==> config.mk <==
export PLATFORM = sky130hd
export DESIGN_NAME = gate_tt_sequencer
export DESIGN_NICKNAME = d
export VERILOG_FILES = /design/src/rtl/gate_tt_sequencer.sv
export SDC_FILE = /design/constraint.sdc
export NUM_CORES = 1
export LEC_CHECK = 0
export ABC_CLOCK_PERIOD_IN_PS = 1550
export BUFFER_PORTS_ARGS = -buffer_cell sky130_fd_sc_hd__buf_2
export CAP_MARGIN = 30
export CORE_MARGIN = 3
export CORE_UTILIZATION = 43
export CTS_BUF_LIST = sky130_fd_sc_hd__clkbuf_4 sky130_fd_sc_hd__clkbuf_8
export CTS_CLUSTER_SIZE = 14
export DETAILED_ROUTE_END_ITERATION = 12
export HOLD_SLACK_MARGIN = 0.1
export SYNTH_ARGS = -nofsm -noshare
export SYNTH_HDL_FRONTEND = slang
export SYNTH_SLANG_ARGS = --single-unit
==> constraint.sdc <==
create_clock -name clk -period 1.55 [get_ports clk]
set_input_delay 0.2325 -clock clk [delete_from_list [all_inputs] [get_ports clk]]
set_output_delay 0.2325 -clock clk [all_outputs]
set_load 0.02 [all_outputs]
==> src/rtl/gate_tt_sequencer.sv <==
// Exhaustive truth-table sequencer for a 2-input gate under test: drives {x,y}=0..3,
// samples z after a settle time, and reports errors. Optional macro: GATE_TT_LOOP_EN.
module gate_tt_sequencer #(
  parameter int unsigned SETTLE_CYCLES = 2,
  parameter logic [3:0]  EXP_TABLE     = 4'b1000
) (
  input  logic       clk,
  input  logic       rst_n,
  input  logic       start,
  input  logic       z,
  output logic       x,
  output logic       y,
  output logic       busy,
  output logic       done,
  output logic       pass,
  output logic [2:0] err_count,
  output logic [3:0] fail_vec
);

  localparam int unsigned SCNT_W      = 4;
  localparam int unsigned SETTLE_LAST = (SETTLE_CYCLES == 0) ? 0 : SETTLE_CYCLES - 1;
  localparam logic [SCNT_W-1:0] SCNT_LAST = SCNT_W'(SETTLE_LAST);

  typedef enum logic [2:0] {
    S_IDLE   = 3'd0,
    S_DRIVE  = 3'd1,
    S_SETTLE = 3'd2,
    S_CHECK  = 3'd3,
    S_DONE   = 3'd4
  } state_t;

  state_t            state, state_n;
  logic [1:0]        idx, idx_n;
  logic [SCNT_W-1:0] scnt, scnt_n;
  logic              x_n, y_n, busy_n, done_n, pass_n;
  logic [2:0]        err_n;
  logic [3:0]        fv_n;
`ifdef GATE_TT_LOOP_EN
  logic              wrap, wrap_n;
`endif

  // State, datapath and output registers
  always_ff @(posedge clk or negedge rst_n) begin
    if (!rst_n) begin
      state     <= S_IDLE;
      idx       <= 2'd0;
      scnt      <= '0;
      x         <= 1'b0;
      y         <= 1'b0;
      busy      <= 1'b0;
      done      <= 1'b0;
      pass      <= 1'b0;
      err_count <= 3'd0;
      fail_vec  <= 4'd0;
`ifdef GATE_TT_LOOP_EN
      wrap      <= 1'b0;
`endif
    end else begin
      state     <= state_n;
      idx       <= idx_n;
      scnt      <= scnt_n;
      x         <= x_n;
      y         <= y_n;
      busy      <= busy_n;
      done      <= done_n;
      pass      <= pass_n;
      err_count <= err_n;
      fail_vec  <= fv_n;
`ifdef GATE_TT_LOOP_EN
      wrap      <= wrap_n;
`endif
    end
  end

  // Next-state and next-output logic; outputs trail the state by one register stage
  always_comb begin
    state_n = state;
    idx_n   = idx;
    scnt_n  = scnt;
    x_n     = x;
    y_n     = y;
    err_n   = err_count;
    fv_n    = fail_vec;
`ifdef GATE_TT_LOOP_EN
    wrap_n  = 1'b0;
`endif

    case (state)
      S_IDLE, S_DONE: begin
        if (start) begin
          idx_n   = 2'd0;
          err_n   = 3'd0;
          fv_n    = 4'd0;
          state_n = S_DRIVE;
        end
      end
      S_DRIVE: begin
        x_n     = idx[1];
        y_n     = idx[0];
        scnt_n  = '0;
        state_n = (SETTLE_CYCLES == 0) ? S_CHECK : S_SETTLE;
      end
      S_SETTLE: begin
        scnt_n = scnt + SCNT_W'(1);
        if (scnt == SCNT_LAST) state_n = S_CHECK;
      end
      S_CHECK: begin
        // z is only ever looked at here, so settle-time glitches are harmless
        if (z != EXP_TABLE[idx]) begin
          fv_n[idx] = 1'b1;
          if (err_count != 3'd7) err_n = err_count + 3'd1;
        end
        if (idx == 2'd3) begin
`ifdef GATE_TT_LOOP_EN
          if (start) begin
            idx_n   = 2'd0;
            wrap_n  = 1'b1;
            state_n = S_DRIVE;
          end else begin
            state_n = S_DONE;
          end
`else
          state_n = S_DONE;
`endif
        end else begin
          idx_n   = idx + 2'd1;
          state_n = S_DRIVE;
        end
      end
      default: state_n = S_IDLE;
    endcase

    busy_n = (state == S_DRIVE) || (state == S_SETTLE) || (state == S_CHECK);
`ifdef GATE_TT_LOOP_EN
    done_n = (state == S_DONE) || wrap;
`else
    done_n = (state == S_DONE);
`endif
    pass_n = done_n && (err_count == 3'd0);
  end

endmodule
# Word-level counts from Yosys, hierarchy flattened
# Index checks and enable logic that the tools add are counted.
dict set report totals {
  ff_bits 21
  output_inout_bits 12
}
dict set report classes {
  addsub 3
  order_cmp 2
  n_eq_ne 13
  muxes 19
  n_bitwise 1
  reduce_logical 13
}
# op count
set op_table {}
lappend op_table {{2-to-1 mux 3 bit} 6}
lappend op_table {{case mux 4 bit (2 select lines)} 2}
lappend op_table {{case mux 3 bit (4 select lines)} 1}
lappend op_table {{inequality test 2 bit, second input constant} 5}
lappend op_table {{2-to-1 mux 4 bit} 2}
lappend op_table {{== test 3 x 2 -> 1 bit, second input constant} 2}
lappend op_table {{logical NOT 3 bit} 2}
lappend op_table {{case mux 3 bit (2 select lines)} 1}
lappend op_table {{AND reduction 3 bit} 2}
lappend op_table {{adder 4 x 1 -> 4 bit, second input constant} 1}
lappend op_table {{== test 4 x 1 -> 1 bit, second input constant} 1}
lappend op_table {{2-to-1 mux 2 bit} 2}
lappend op_table {{OR 4 bit} 1}
lappend op_table {{case mux 2 bit (2 select lines)} 1}
lappend op_table {{AND reduction 4 bit} 1}
lappend op_table {{nonzero test 2 bit} 2}
lappend op_table {{adder 3 x 1 -> 3 bit, second input constant} 1}
lappend op_table {{== test 3 x 1 -> 1 bit, second input constant} 1}
lappend op_table {{== test 3 bit, second input constant} 1}
lappend op_table {{< comparator 2 x 3 -> 1 bit, second input constant} 1}
lappend op_table {{inequality test 3 bit, second input constant} 1}
lappend op_table {{adder 2 x 1 -> 2 bit, second input constant} 1}
lappend op_table {{binary-select mux 1 bit (select 2 bit)} 1}
lappend op_table {{demux 1 bit (select 2 bit)} 1}
lappend op_table {{8 further kinds} 11}

# Depth between registers and ports, before layout
dict set report logic_depth {
  ltp_word 7
  depth_mapped 5
  depth_no_buf 5
}

# Worst setup path before layout
# No wires, ideal clock.
dict set report synth_path {
  kind {flip-flop to flip-flop}
  from {reg err_count[0]}
  to {reg err_count[0]}
  setup_time_ns 0.081
  arrival_time_ns 1.461
  required_time_ns 1.469
  setup_slack_ns 0.009
  path_stages_with_launch 5
  period_less_slack_ns 1.541
  cell_sequence {dfrtp_1 ha_1 ha_1 nor4_4 mux2i_1}
}
dict set report synth_between {
  elab_chain_cells 4
  elab_cells_between_ends 7
  classes_between {1 x add/sub; 2 x eq/ne; 3 x mux; 1 x reduce/logical}
}
# item line
set synth_lines {}
lappend synth_lines {{start: declaration} 16} ;# output logic [2:0] err_count,
lappend synth_lines {{start signal: assignment} 67} ;# err_count <= err_n;
lappend synth_lines {{adder 3 x 1 -> 3 bit} 111} ;# if (err_count != 3'd7) err_n = err_count + 3'd1;
lappend synth_lines {{2-to-1 mux 3 bit} 111}
lappend synth_lines {{2-to-1 mux 3 bit} 109} ;# if (z != EXP_TABLE[idx]) begin
lappend synth_lines {{case mux 3 bit (2 select lines)} 88} ;# case (state)
# Parallel ways exist; a longest one is shown, timed or not. The select of a mux whose other input is x is not followed.
# A chain may end at the register's enable or synchronous reset.

# Final worst setup path
dict set report layout_path {
  from {reg err_count[1]}
  to {reg err_count[1]}
}
# The elaborated chain is that of the path after synthesis.

==> flow_metrics.py <==
metrics = {
    "layout": {
        "regArea_sq_um": 526,
        "antenna_cells": 0,
        "stdcell_count": 146,
        "n_fill_cell": 199,
        "layout-drive-gt1-share": 0.263,
        "fin_area_sq_um": 1230,
        "nets": 132,
        "areaGrowthSynthToFinish_pct": 16.7,
        "multiInputGateArea_sq_um": 480,
    },
    "logic_synthesis": {
        "netlist_area_sq_um": 1060,
        "synth_warnings": 0,
        "synth_top_cells_by_area": "dfrtp_1, ha_1, o21ai_0",
        "synth-compound-area-share": 0.118,
        "yosysSeqAreaShare": 0.496,
        "synth_nets": 109,
        "synth_most_common_cell": "dfrtp_1",
        "yosys.area_share.simple": 0.152,
        "synth_area_leader_cell": "dfrtp_1",
        "synth_cell_types": 26,
        "synth.top_cells.by_count": "dfrtp_1, ha_1, inv_1, o21ai_0, nand2_1",
        "syn_area_per_cell_sq_um": 11.0,
        "synthXorXnorAreaFrac": 0.0165,
        "postSynthCellCount": 96,
        "synthAdderAreaFrac": 0.106,
        "synth-edff-count": 0,
        "synth_seq_cells": 21,
        "synth_top_family_by_area": "simple AND/OR/NAND/NOR gates",
        "yosys.area.top_type_share": 0.496,
        "ys.flop_type": "dfrtp_1",
        "yosys-mux-area-fraction": 0.0603,
        "synthArstFlopShare": 1.00,
    },
    "route": {
        "wl_per_cell_microns": 13.6,
        "viasPerCell": 5.17,
        "drt-initial-drc-count": 17,
        "drc": 0,
        "drtPass1Iterations": 4,
        "wl_microns": 1980,
        "route.antenna.remaining_nets": 0,
        "num_vias": 755,
    },
    "power": {
        "vdd_ir_drop_max_mv": 0.998,
        "power_density_nw_per_um2": 1760,
        "leakage_nw": 0.609,
        "p_total_mw": 2.18,
    },
    "grt": {
        "first_global_vias": 740,
        "grt_pass1_wl_microns": 3450,
        "grt_max_degree": 22,
        "antenna_found_initial": 0,
        "overflow": 0,
        "grt_use_total": 0.138,
    },
    "critical_path": {
        "cp-start-kind": "register",
        "crit_required_ps": 1780,
        "criticalPathCategory": "register to register",
        "cp_top_family": "flip-flops",
        "path_cells": "ha_1 -> ha_1 -> nor4_4 -> mux2i_1",
        "crit_path_top_delay_cell": "dfrtp_1",
        "path_common_cell": "ha_1",
        "critical_path_arrival_ps": 1670,
        "crit_buf_inv": 0,
        "max_stage_delay_ps": 420,
        "worst-path-max-fanout": 4,
        "crit_path_end_kind": "register",
    },
    "place": {
        "place_area_sq_um": 1190,
        "gp_congestion": 0.775,
        "port_buffers": 15,
        "dp_hpwl_microns": 1480,
        "place_inst": 141,
    },
    "floorplanning": {
        "die_y_microns": 55.6,
        "row_count": 17,
        "initial_utilization": 0.465,
        "dieArea_sq_um": 3090,
        "die_w_microns": 55.6,
        "num_io_pins": 16,
        "coreArea_sq_um": 2280,
    },
    "sta": {
        "rsz0062_at_grt": "no",
        "tightest_slew_ps": 459,
        "maxSlewViolCount": 0,
        "finalSetupTns_ps": 0,
        "fmax_mhz": 695,
        "finalWorstPathRequiredPeriod_ps": 1440,
        "slew-limit-headroom": 0.694,
        "setup_viol": 0,
        "finalCritPeriodShare": 0.928,
        "timing.hold.ws_ps": 130,
        "hold_viol": 0,
        "skew_ps": 5.33,
    },
    "cts": {
        "cts_buffer_depth": 2,
        "clk_pin_slew_ps": 120,
        "cts_buffers": 3,
        "clkLatencyLatePin_ps": 300,
        "clockRootBuffer": "clkbuf_4",
        "htreeDepth": 1,
        "cts_post_setup_buffers_inserted": 0,
        "cts_tree": "done",
        "clock-sinks": 21,
    },
    "run_status": {
        "outcome": "finished clean",
    },
    "hold_path": {
        "hold_path.class": "input pin to register",
    },
    "job": {
        "maxCapViolations": 0,
    },
}
-- metal layers --
layer,vias up,GRT usage,wire (microns)
li1,377,-,-
met3,2,0.0232,76
met5,-,0,0
met1,358,0.203,1020
met4,0,0.0417,8
met2,18,0.206,878
-- kinds of logic after synthesis --
| family | Yosys count |
|---|---|
| buf+inv | 13 |
| xor+xnor | 2 |
| simple gates | 25 |
| mux | 6 |
| fa+ha+maj | 9 |
| compound gates | 20 |
| flops | 21 |
-- what timing repair did --
| item | in CTS | in global routing |
|---|---|---|
| gates resized for setup | 0 | 0 |
| hold buffers | 1 | 0 |
| endpoints found under the setup margin | 0 | 3 |
| hold endpoints to repair | 21 | 0 |
-- power breakdown --
group	switching [mW]	internal [mW]	leakage (nW)	total [mW]
combinational	0.566	0.456	0.316	1.02
sequential	0.153	0.725	0.275	0.878
clock	0.160	0.118	0.0184	0.277
total	0.879	1.30	0.609	2.18
-- path summary, 6_finish.rpt --
| check | slack (ps) | depth (start not counted) | endpoint | startpoint |
|---|---|---|---|---|
| worst max-delay path | 110 | 4 | err_count[1]$_DFFE_PN0P_ | err_count[1]$_DFFE_PN0P_ |
| max in group asynchronous | 830 | 2 | done$_DFF_PN0_ | rst_n |
| worst max register to register | 110 | 4 | err_count[1]$_DFFE_PN0P_ | err_count[1]$_DFFE_PN0P_ |
| worst min register to register | 490 | 2 | fail_vec[3]$_DFFE_PN0P_ | fail_vec[3]$_DFFE_PN0P_ |
| worst min-delay path | 130 | 2 | fail_vec[3]$_DFFE_PN0P_ | z |
| min in group asynchronous | 400 | 2 | idx[1]$_DFFE_PN0P_ | rst_n |
-- through the flow --
stage                util  setup slack, ps
floorplan               -             8.62
global placement    0.525             98.1
detailed placement  0.525             46.4
CTS                 0.543             27.7
global route        0.543             23.5
finish              0.543              112
-- state kept, by name (all words and copies together) (netlist names) --
signal,count
state,3
y,1
err_count,3
done,1
scnt,4
x,1
fail_vec,4
idx,2
busy,1
pass,1
-- layout by cell type (no fill, tap or decap) --
cell,instances
dfrtp_1,21
buf_2,15
inv_1,9
o21ai_0,9
ha_1,9
nand2_1,8
buf_4,6
nor3b_1,4
a22o_1,4
a21oi_1,4
clkbuf_4,4
nor2_1,3
mux2_2,3
mux2i_1,3
xnor2_1,2
nor3_1,2
or3b_1,1
nor4_4,1
and2_1,1
nand3b_1,1
and4bb_2,1
a21oi_2,1
nand4_1,1
a41oi_1,1
o211ai_1,1
nor4b_1,1
nand4b_1,1
dlygate4sd3_1,1
-- final cells by class --
class                      count  area share
multi-input combinational     62       0.389
sequential                    21       0.426
clock buffer                   4      0.0243
inverter                       9      0.0274
timing repair buffer          22       0.105
tap                           28      0.0284
No activity file was read; power rests on OpenSTA's default activity.
